--- src/rtl/button_conditioner_if.sv ---
// -----------------------------------------------------------------------------
// button_conditioner_if
// Bundles the raw front-panel inputs and the conditioned outputs of the
// button conditioner.
//   master : the side that owns the raw buttons/switches and consumes strobes
//   slave  : the conditioner itself
// Signals:
//   key_up_n, key_down_n, key_set_n   raw pushbuttons, active-low, async
//   sw_activate_raw, sw_sel_raw       raw slide switches, active-high, async
//   btn_up_export, btn_down_export    one-cycle strobes with auto-repeat
//   btn_set_export                    one-cycle strobe, no repeat
//   swc_activate_export, swc_sel_export  debounced switch levels
// -----------------------------------------------------------------------------
interface button_conditioner_if;
    logic key_up_n;
    logic key_down_n;
    logic key_set_n;
    logic sw_activate_raw;
    logic sw_sel_raw;
    logic btn_up_export;
    logic btn_down_export;
    logic btn_set_export;
    logic swc_activate_export;
    logic swc_sel_export;

    modport master (
        output key_up_n, key_down_n, key_set_n, sw_activate_raw, sw_sel_raw,
        input  btn_up_export, btn_down_export, btn_set_export,
               swc_activate_export, swc_sel_export
    );

    modport slave (
        input  key_up_n, key_down_n, key_set_n, sw_activate_raw, sw_sel_raw,
        output btn_up_export, btn_down_export, btn_set_export,
               swc_activate_export, swc_sel_export
    );
endinterface

--- src/rtl/button_conditioner.sv ---
// -----------------------------------------------------------------------------
// button_conditioner
// Synchronizes and debounces three pushbuttons and two slide switches.
// Up/down produce a press strobe followed by auto-repeat while held and are
// mutually locked out when both are held; set produces a single press strobe;
// the switches produce debounced levels.
// Ports:
//   clk_clk        system clock, rising edge
//   reset_reset_n  asynchronous active-low reset
//   bus            button_conditioner_if.slave (raw inputs in, strobes/levels out)
// Latency from a stable raw edge to the output is DEBOUNCE_CYCLES+3 edges:
// 2 synchronizer edges, DEBOUNCE_CYCLES edges to accept, 1 output register.
// -----------------------------------------------------------------------------
module button_conditioner #(
    parameter int unsigned DEBOUNCE_CYCLES = 500000,
    parameter int unsigned REPEAT_DELAY    = 25000000,
    parameter int unsigned REPEAT_PERIOD   = 5000000
) (
    input  logic                 clk_clk,
    input  logic                 reset_reset_n,
    button_conditioner_if.slave  bus
);

    localparam int NUM_CH  = 5;
    localparam int CH_UP   = 0;
    localparam int CH_DOWN = 1;
    localparam int CH_SET  = 2;
    localparam int CH_ACT  = 3;
    localparam int CH_SEL  = 4;

    // Inactive level per channel: keys released (1), switches off (0).
    localparam logic [NUM_CH-1:0] IDLE_LEVEL = 5'b00111;

    localparam logic [24:0] DB_LAST = 25'(DEBOUNCE_CYCLES - 1);
    localparam logic [24:0] RD_LAST = 25'(REPEAT_DELAY - 1);
    localparam logic [24:0] RP_LAST = 25'(REPEAT_PERIOD - 1);

    typedef enum logic [1:0] {IDLE, DELAY, REPEAT, LOCK} rep_state_t;

    logic [NUM_CH-1:0] raw;
    logic [NUM_CH-1:0] sync1;
    logic [NUM_CH-1:0] sync2;
    logic [NUM_CH-1:0] acc;     // accepted (debounced) level, raw polarity
    logic [NUM_CH-1:0] acc_d;   // accepted level one edge later, for edge detect
    logic [24:0]       db_cnt [NUM_CH];

    assign raw = {bus.sw_sel_raw, bus.sw_activate_raw,
                  bus.key_set_n, bus.key_down_n, bus.key_up_n};

    // NOTE: sequential state is always written with non-blocking assignments
    // so every flop samples the pre-edge value of its source; blocking here
    // would collapse the two synchronizer stages into one.
    always_ff @(posedge clk_clk or negedge reset_reset_n) begin
        if (!reset_reset_n) begin
            sync1 <= IDLE_LEVEL;
            sync2 <= IDLE_LEVEL;
        end else begin
            sync1 <= raw;
            sync2 <= sync1;
        end
    end

    // Debounce: count consecutive cycles the synchronized value disagrees
    // with the accepted level; any agreeing cycle restarts the count.
    // NOTE: the counter array is a handful of flops, not a RAM, so it is
    // reset like any other state; a held key must restart from scratch.
    always_ff @(posedge clk_clk or negedge reset_reset_n) begin
        if (!reset_reset_n) begin
            acc   <= IDLE_LEVEL;
            acc_d <= IDLE_LEVEL;
            for (int i = 0; i < NUM_CH; i++) begin
                db_cnt[i] <= '0;
            end
        end else begin
            acc_d <= acc;
            for (int i = 0; i < NUM_CH; i++) begin
                if (sync2[i] == acc[i]) begin
                    db_cnt[i] <= '0;
                end else if (db_cnt[i] == DB_LAST) begin
                    acc[i]    <= sync2[i];
                    db_cnt[i] <= '0;
                end else begin
                    db_cnt[i] <= db_cnt[i] + 25'd1;
                end
            end
        end
    end

    logic [2:0] pressed;
    logic [2:0] pressed_d;
    logic       lock;

    assign pressed   = ~acc[2:0];
    assign pressed_d = ~acc_d[2:0];
    assign lock      = pressed[CH_UP] & pressed[CH_DOWN];

    // Up/down repeat FSMs, index 0 = up, 1 = down.
    rep_state_t  state_q [2];
    rep_state_t  state_n [2];
    logic [24:0] tmr_q   [2];
    logic [24:0] tmr_n   [2];
    logic [1:0]  rep_strobe_q;
    logic [1:0]  rep_strobe_n;
    logic        set_strobe_q;

    // NOTE: every output of this block gets a default before any branch,
    // otherwise a path that skips an assignment infers a latch.
    always_comb begin
        for (int ch = 0; ch < 2; ch++) begin
            state_n[ch]      = state_q[ch];
            tmr_n[ch]        = tmr_q[ch] + 25'd1;
            rep_strobe_n[ch] = 1'b0;
            if (lock) begin
                // Lock has priority, which also suppresses a strobe when both
                // presses are accepted on the same edge.
                state_n[ch] = LOCK;
                tmr_n[ch]   = '0;
            end else begin
                case (state_q[ch])
                    IDLE: begin
                        tmr_n[ch] = '0;
                        if (pressed[ch] && !pressed_d[ch]) begin
                            state_n[ch]      = DELAY;
                            rep_strobe_n[ch] = 1'b1;
                        end
                    end
                    DELAY: begin
                        if (!pressed[ch]) begin
                            state_n[ch] = IDLE;
                            tmr_n[ch]   = '0;
                        end else if (tmr_q[ch] == RD_LAST) begin
                            state_n[ch]      = REPEAT;
                            tmr_n[ch]        = '0;
                            rep_strobe_n[ch] = 1'b1;
                        end
                    end
                    REPEAT: begin
                        if (!pressed[ch]) begin
                            state_n[ch] = IDLE;
                            tmr_n[ch]   = '0;
                        end else if (tmr_q[ch] == RP_LAST) begin
                            tmr_n[ch]        = '0;
                            rep_strobe_n[ch] = 1'b1;
                        end
                    end
                    LOCK: begin
                        // Leave only on this channel's own release, so a key
                        // still held after the other lets go stays silent.
                        tmr_n[ch] = '0;
                        if (!pressed[ch]) begin
                            state_n[ch] = IDLE;
                        end
                    end
                    default: begin
                        state_n[ch] = IDLE;
                        tmr_n[ch]   = '0;
                    end
                endcase
            end
        end
    end

    always_ff @(posedge clk_clk or negedge reset_reset_n) begin
        if (!reset_reset_n) begin
            for (int ch = 0; ch < 2; ch++) begin
                state_q[ch] <= IDLE;
                tmr_q[ch]   <= '0;
            end
            rep_strobe_q <= '0;
            set_strobe_q <= 1'b0;
        end else begin
            for (int ch = 0; ch < 2; ch++) begin
                state_q[ch] <= state_n[ch];
                tmr_q[ch]   <= tmr_n[ch];
            end
            rep_strobe_q <= rep_strobe_n;
            set_strobe_q <= pressed[CH_SET] & ~pressed_d[CH_SET];
        end
    end

    assign bus.btn_up_export       = rep_strobe_q[CH_UP];
    assign bus.btn_down_export     = rep_strobe_q[CH_DOWN];
    assign bus.btn_set_export      = set_strobe_q;
    // acc_d is the accepted level registered once more, which lines the
    // switch outputs up with the strobe latency.
    assign bus.swc_activate_export = acc_d[CH_ACT];
    assign bus.swc_sel_export      = acc_d[CH_SEL];

endmodule

--- src/flat_wrapper.sv ---
// flat-port wrapper written by rule: the top's interface ports become plain ports
module button_conditioner_flat 
#(
    parameter int unsigned DEBOUNCE_CYCLES = 500000,
    parameter int unsigned REPEAT_DELAY    = 25000000,
    parameter int unsigned REPEAT_PERIOD   = 5000000
)
  (clk_clk, reset_reset_n, bus_key_up_n, bus_key_down_n, bus_key_set_n, bus_sw_activate_raw, bus_sw_sel_raw, bus_btn_up_export, bus_btn_down_export, bus_btn_set_export, bus_swc_activate_export, bus_swc_sel_export);
  button_conditioner_if bus_i ();
  input  logic clk_clk;
  input  logic reset_reset_n;
  input wire logic [$bits(bus_i.key_up_n)-1:0] bus_key_up_n;
  input wire logic [$bits(bus_i.key_down_n)-1:0] bus_key_down_n;
  input wire logic [$bits(bus_i.key_set_n)-1:0] bus_key_set_n;
  input wire logic [$bits(bus_i.sw_activate_raw)-1:0] bus_sw_activate_raw;
  input wire logic [$bits(bus_i.sw_sel_raw)-1:0] bus_sw_sel_raw;
  output wire logic [$bits(bus_i.btn_up_export)-1:0] bus_btn_up_export;
  output wire logic [$bits(bus_i.btn_down_export)-1:0] bus_btn_down_export;
  output wire logic [$bits(bus_i.btn_set_export)-1:0] bus_btn_set_export;
  output wire logic [$bits(bus_i.swc_activate_export)-1:0] bus_swc_activate_export;
  output wire logic [$bits(bus_i.swc_sel_export)-1:0] bus_swc_sel_export;
  assign bus_i.key_up_n = bus_key_up_n;
  assign bus_i.key_down_n = bus_key_down_n;
  assign bus_i.key_set_n = bus_key_set_n;
  assign bus_i.sw_activate_raw = bus_sw_activate_raw;
  assign bus_i.sw_sel_raw = bus_sw_sel_raw;
  assign bus_btn_up_export = bus_i.btn_up_export;
  assign bus_btn_down_export = bus_i.btn_down_export;
  assign bus_btn_set_export = bus_i.btn_set_export;
  assign bus_swc_activate_export = bus_i.swc_activate_export;
  assign bus_swc_sel_export = bus_i.swc_sel_export;
  button_conditioner #(.DEBOUNCE_CYCLES(DEBOUNCE_CYCLES), .REPEAT_DELAY(REPEAT_DELAY), .REPEAT_PERIOD(REPEAT_PERIOD)) u_core (.clk_clk(clk_clk), .reset_reset_n(reset_reset_n), .bus(bus_i));
endmodule
--- config.mk ---
export PLATFORM = sky130hd
export DESIGN_NAME = button_conditioner_flat
export DESIGN_NICKNAME = d
export VERILOG_FILES = /design/src/rtl/button_conditioner_if.sv /design/src/rtl/button_conditioner.sv /design/src/flat_wrapper.sv
export SDC_FILE = /design/constraint.sdc
export NUM_CORES = 1
export LEC_CHECK = 0
export CORE_ASPECT_RATIO = 0.5
export CORE_MARGIN = 10
export CORE_UTILIZATION = 55
export DETAILED_ROUTE_END_ITERATION = 16
export GPL_TIMING_DRIVEN = 0
export PLACE_DENSITY = 0.68
export SYNTH_ARGS = -nofsm -noshare
export SYNTH_HDL_FRONTEND = slang
export SYNTH_SLANG_ARGS = --single-unit
--- constraint.sdc ---
create_clock -name clk_clk -period 6.3 [get_ports clk_clk]
set_input_delay 1.26 -clock clk_clk [delete_from_list [all_inputs] [get_ports clk_clk]]
set_output_delay 1.26 -clock clk_clk [all_outputs]
set_load 0.03 [all_outputs]
## Word level (Yosys, flattened, before mapping)

Cells that the tools add are included.

- Muxes and demuxes: 48
- Reductions and logical operators: 17
- $add $sub $neg: 7
- Bitwise operators: 10
- Equal/unequal tests: 26

Operators by type and width:

| operator | number |
|---|---|
| two-way mux 25 bit | 20 |
| adder 25 x 1 -> 25 bit (second input constant) | 7 |
| one-hot mux 25 bit (3 select lines) | 2 |
| equality test 25 x 19 -> 1 bit (second input constant) | 5 |
| equality test 25 x 23 -> 1 bit (second input constant) | 2 |
| equality test 25 bit (second input constant) | 2 |
| two-way mux 2 bit | 10 |
| two-way mux 1 bit | 12 |
| one-hot mux 2 bit (3 select lines) | 2 |
| AND reduction 2 bit | 5 |
| equality test 2 bit (second input constant) | 4 |
| != test 4 bit (second input constant) | 2 |
| OR reduction 2 bit | 4 |
| != test 3 x 1 -> 1 bit (second input constant) | 2 |
| != test 3 bit (second input constant) | 2 |
| NOT 1 bit | 6 |
| NOT 3 bit | 2 |
| one-hot mux 1 bit (3 select lines) | 2 |
| AND reduction 3 bit | 2 |
| equality test 1 bit | 5 |
| equality test 2 x 1 -> 1 bit (second input constant) | 2 |
| logical NOT 2 bit | 2 |
| AND 1 bit | 2 |
| logical AND 1 bit | 2 |
| logical NOT 1 bit | 2 |

- Logic and storage cells: 127
- Input bits: 7
- Output and inout bits: 5
- Register bits: 202

## Depth between registers and ports, before layout

- Depth after elaboration: 6
- Gate-level depth with buffers: 9
- Depth with buffers taken out: 7

## Worst setup path before layout

Ideal clock, no wire load.

- Kind: register -> register
- Start: reg u_core.tmr_q[7] (netlist bit)
- End: reg u_core.state_q[1] (netlist bit)
- Buffers on the path: 0
- Data required time: 6.172 ns
- Slack: 4.294 ns
- Cell stages (with the launch flop): 6
- Arrival: 1.878 ns
- Clock period less this slack: 2.006 ns
- Path through: dfrtp_1 > or4b_4 > nor4_4 > nand2_2 > a31oi_2 > mux2_1

- Longest elaborated chain between the ends: 3

Ends and longest elaborated chain:

| what | RTL line | source |
|---|---|---|
| start: declaration | button_conditioner.sv:100 | `logic [24:0] tmr_q [2];` |
| start signal: indexed assignment | button_conditioner.sv:174 | `tmr_q[ch] <= tmr_n[ch];` |
| equality test 25 bit | button_conditioner.sv:131 | `end else if (tmr_q[ch] == RD_LAST) begin` |
| != test 4 bit (no line) | n/a |  |
| AND reduction 3 bit (no line) | n/a |  |
| end signal: indexed assignment | button_conditioner.sv:173 | `state_q[ch] <= state_n[ch];` |
| end: declaration | button_conditioner.sv:98 | `rep_state_t state_q [2];` |

Every way passes these cells.
A chain may end at the register's enable or synchronous reset.

## Worst setup path in the final report

- Start: reg u_core.acc_d[3]
- End: out bus_swc_activate_export

RTL lines:

| what | RTL line | source |
|---|---|---|
| start: declaration | button_conditioner.sv:44 | `logic [NUM_CH-1:0] acc_d;` |
| start signal: assignment | button_conditioner.sv:70 | `acc_d <= IDLE_LEVEL;` |
| start signal: assignment | button_conditioner.sv:75 | `acc_d <= acc;` |
| end: declaration | flat_wrapper.sv:20 | `output wire logic [$bits(bus_i.swc_activate_export)-1:0] bus_swc_activate_export;` |

No word-level cell between the ends.

==> results_dict.tcl <==
set metrics [dict create \
    grt_antenna_before_repair 0 \
    routed_wl_mm 17.99 \
    drive_gt1_share_pct 7.856 \
    cap_violations 0 \
    period_share_pct 44.23 \
    p_int_mw 1.958 \
    io_pins 12 \
    die_h_um 114.5 \
    holdWs_ns 0.3556 \
    nets 1041 \
    fill_cells 1456 \
    grt-ovfl-total 0 \
    drtAntennaViolNets 0 \
    cpPeakStageDelay_ns 0.68 \
    via_count 6919 \
    p_sw_mw 0.5355 \
    timing.rr.end "u_core.db_cnt[7]" \
    wl_per_cell_um 14.22 \
    cp-end-kind "output port" \
    startpoint_type "flip-flop" \
    status "finished clean" \
    diodes 0 \
    required_ns 5.04 \
    cts_max_path_buffers 3 \
    synth_edf_count 0 \
    postCtsSetupBuffers 0 \
    synth.most_common_cell "nor2_1" \
    path_buf_inv 1 \
    pwr-share-seq_pct 52.9 \
    yosysSeqAreaShare_pct 51.57 \
    grt_pass1_wl_mm 32.20 \
    path_max_fanout 1 \
    fin_skew_ns 0.01628 \
    synth-async-reset-ratio_pct 100.0 \
    hold_violations 0 \
    std_cell_rows 34 \
    crit_start "u_core.acc_d[3]" \
    cts_sinks 202 \
    hold_buffers 0 \
    vdd_drop_max_mv 0.1689 \
    rsz0062_at_grt "no" \
    sw_frac_of_total_pct 21.47 \
    synth_fp_nets 1008 \
    place_hpwl_mm 12.02 \
    crit_family "buffers and inverters" \
    grtUsageTotal_pct 15.34 \
    hold_class "reg2reg" \
    grt_pass1_vias 6793 \
    core_area_mm2 0.01744 \
    rrSetupSlack_ns 4.02 \
    ys_ff_latch 202 \
    crit_chain "clkdlybuf4s50_1" \
    grt_max_degree 108 \
    timing.rr.start "u_core.db_cnt[0]" \
    die_w_um 209.1 \
    r2r_cells 9 \
    synth_area_leaders "dfrtp_1 48%, xor2_1 8.4%, nor2_1 7.7%, xnor2_1 6.1%, nand4_1 3.8%" \
    share_comb_of_total_power_pct 2.5 \
    cts_resized 0 \
    io_buffers 11 \
    clk_pin_slew_ns 0.07 \
    p_per_area_mw_per_mm2 229.5 \
    die_area_mm2 0.02395 \
    avgSynthCellArea_um2 9.980 \
    stdcell_area_mm2 0.01087 \
    maxSlewViolCount 0 \
    area_growth_pct 10.53 \
    clock.fmax_mhz 358.9 \
    worst-path-stages 1 \
    gp_congestion 0.8271 \
    firstDrtPassIters 4 \
    fin_crit_ns 2.787 \
    slew_headroom_pct 31.64 \
    synth-main-ff-cell "dfrtp_1" \
    critPathSlowestCell "clkdlybuf4s50_1" \
    yosysTopAreaCellShare_pct 48.36 \
    power.leakage_nw 4.498 \
    stdcell_count 1265 \
    synth_largest_area_cell "dfrtp_1" \
    yosysWarningCount 0 \
    crit_type "reg2out" \
    pwr-share-clk_pct 44.5 \
    dp.cells 1231 \
    yosysUniqueCellTypes 53 \
    syn_inst 985 \
    synth_commonest_cells "202 x nor2_1, 190 x dfrtp_1, 94 x xor2_1" \
    clockRootBuffer "clkbuf_16" \
    worst_pin_slew_ns 1.016 \
    netlist_area_mm2 0.009831 \
    route.detailed.drc 0 \
    clock_latency_ns 0.49 \
    numCtsBuffers 19 \
    placed_area_mm2 0.01027 \
    crit_end "bus_swc_activate_export" \
    dr.first_iter.drc_count 459 \
    finalSetupViolCount 0 \
    cp_data_arrival_time_ns 1.53 \
    viasPerCell 5.470 \
    h-tree-depth 1 \
    cts_tree "built" \
    initial_core_util_pct 56.36 \
]
==> logic make-up (layout without fill, tap and decap cells) <==
logic type | Yosys count | after routing | share of synthesized area [%]
and+or+nand+nor | 524 | 524 | 26.99
xor gates and xnor gates | 162 | 162 | 14.43
buffers and inverters | 49 | 95 | 2.253
muxes | 10 | 10 | 1.133
DFF | 202 | 202 | 51.57
adders and majority gates | 16 | 16 | 2.036
AOI/OAI and AO/OA | 22 | 22 | 1.578
==> layer usage <==
layer / up-vias / wire length (um) / global-route usage, %
met5: - / 0 / 0
met4: 0 / 273 / 3.430
met3: 24 / 556 / 2.669
met2: 74 / 8079 / 24.55
met1: 3379 / 9078 / 21.41
li1: 3442 / - / -
==> how the worst min path moves through the flow <==
stage | startpoint | endpoint | slack (ns) | depth (start not counted)
floorplan | u_core.sync1[3] | u_core.sync2[3] | 0.33 | 0
global placement | u_core.sync1[4] | u_core.sync2[4] | 0.33 | 0
detailed placement | u_core.sync1[4] | u_core.sync2[4] | 0.35 | 0
CTS | u_core.sync1[2] | u_core.sync2[2] | 0.36 | 0
global route | u_core.sync1[0] | u_core.sync2[0] | 0.36 | 0
finish | u_core.sync1[2] | u_core.sync2[2] | 0.36 | 0
==> cell type report <==
| class | instances | area [um^2] | share of cell area [%] |
|---|---|---|---|
| flip-flops and latches | 202 | 5070 | 46.66 |
| multi-input cells | 734 | 4539 | 41.78 |
| clock buffers | 31 | 580.6 | 5.343 |
| well taps | 234 | 292.8 | 2.695 |
| repair buffers | 12 | 142.6 | 1.313 |
| plain buffers | 25 | 131.4 | 1.209 |
| inverters | 24 | 90.09 | 0.8291 |
| clock inverters | 3 | 18.77 | 0.1727 |
==> sequential cells by signal, summed over array words and instances, names as in the netlist <==
signal	cells
u_core.db_cnt	125
u_core.tmr_q	50
u_core.acc	5
u_core.acc_d	5
u_core.sync1	5
u_core.sync2	5
u_core.state_q	4
u_core.rep_strobe_q	2
u_core.bus.btn_set_export	1
==> cells in the final DEF (no fill, tap or decap), drive strengths merged, types with 18 or more instances in the layout <==
master  count
nor4       31
xnor2      68
nand2      55
nand3      68
nor3       20
clkbuf     40
nand4      59
xor2       94
nor2      202
and3       24
dfrtp     190
buf        18
inv        25
==> worst register-to-register path, cell delays in order (launching register included) <==
cell and delay [ns]:
dfrtp_1 0.40, ha_1 0.23, and4_1 0.20, clkbuf_1 0.27, nand2_1 0.10, nor3_1 0.24, or2_2 0.14, clkbuf_1 0.25
buf_2 0.27, nor2_1 0.08
==> per-stage QoR <==
| step | setup WS [ns] | utilization, % | setup TNS [ns] | power, mW |
|---|---|---|---|---|
| floorplan | 4.294 | - | 0 | 1.368 |
| CTS | 3.485 | 62.30 | 0 | 2.527 |
| global route | 3.458 | 62.30 | 0 | 2.593 |
| finish | 3.513 | 62.30 | 0 | 2.494 |
| global placement | -4.298 | 58.67 | -833.02 | 1.407 |
| detailed placement | 3.969 | 58.86 | 0 | 1.410 |
==> power by group through the flow <==
stage | clock, mW | combinational [mW] | sequential, mW
after floorplan | 0 | 0.0263 | 1.34
after global placement | 0 | 0.0622 | 1.34
after detailed placement | 0 | 0.0662 | 1.34
after CTS | 1.14 | 0.0665 | 1.32
after global routing | 1.20 | 0.0741 | 1.32
final | 1.11 | 0.0630 | 1.32
Power figures use the tool's default switching activity.
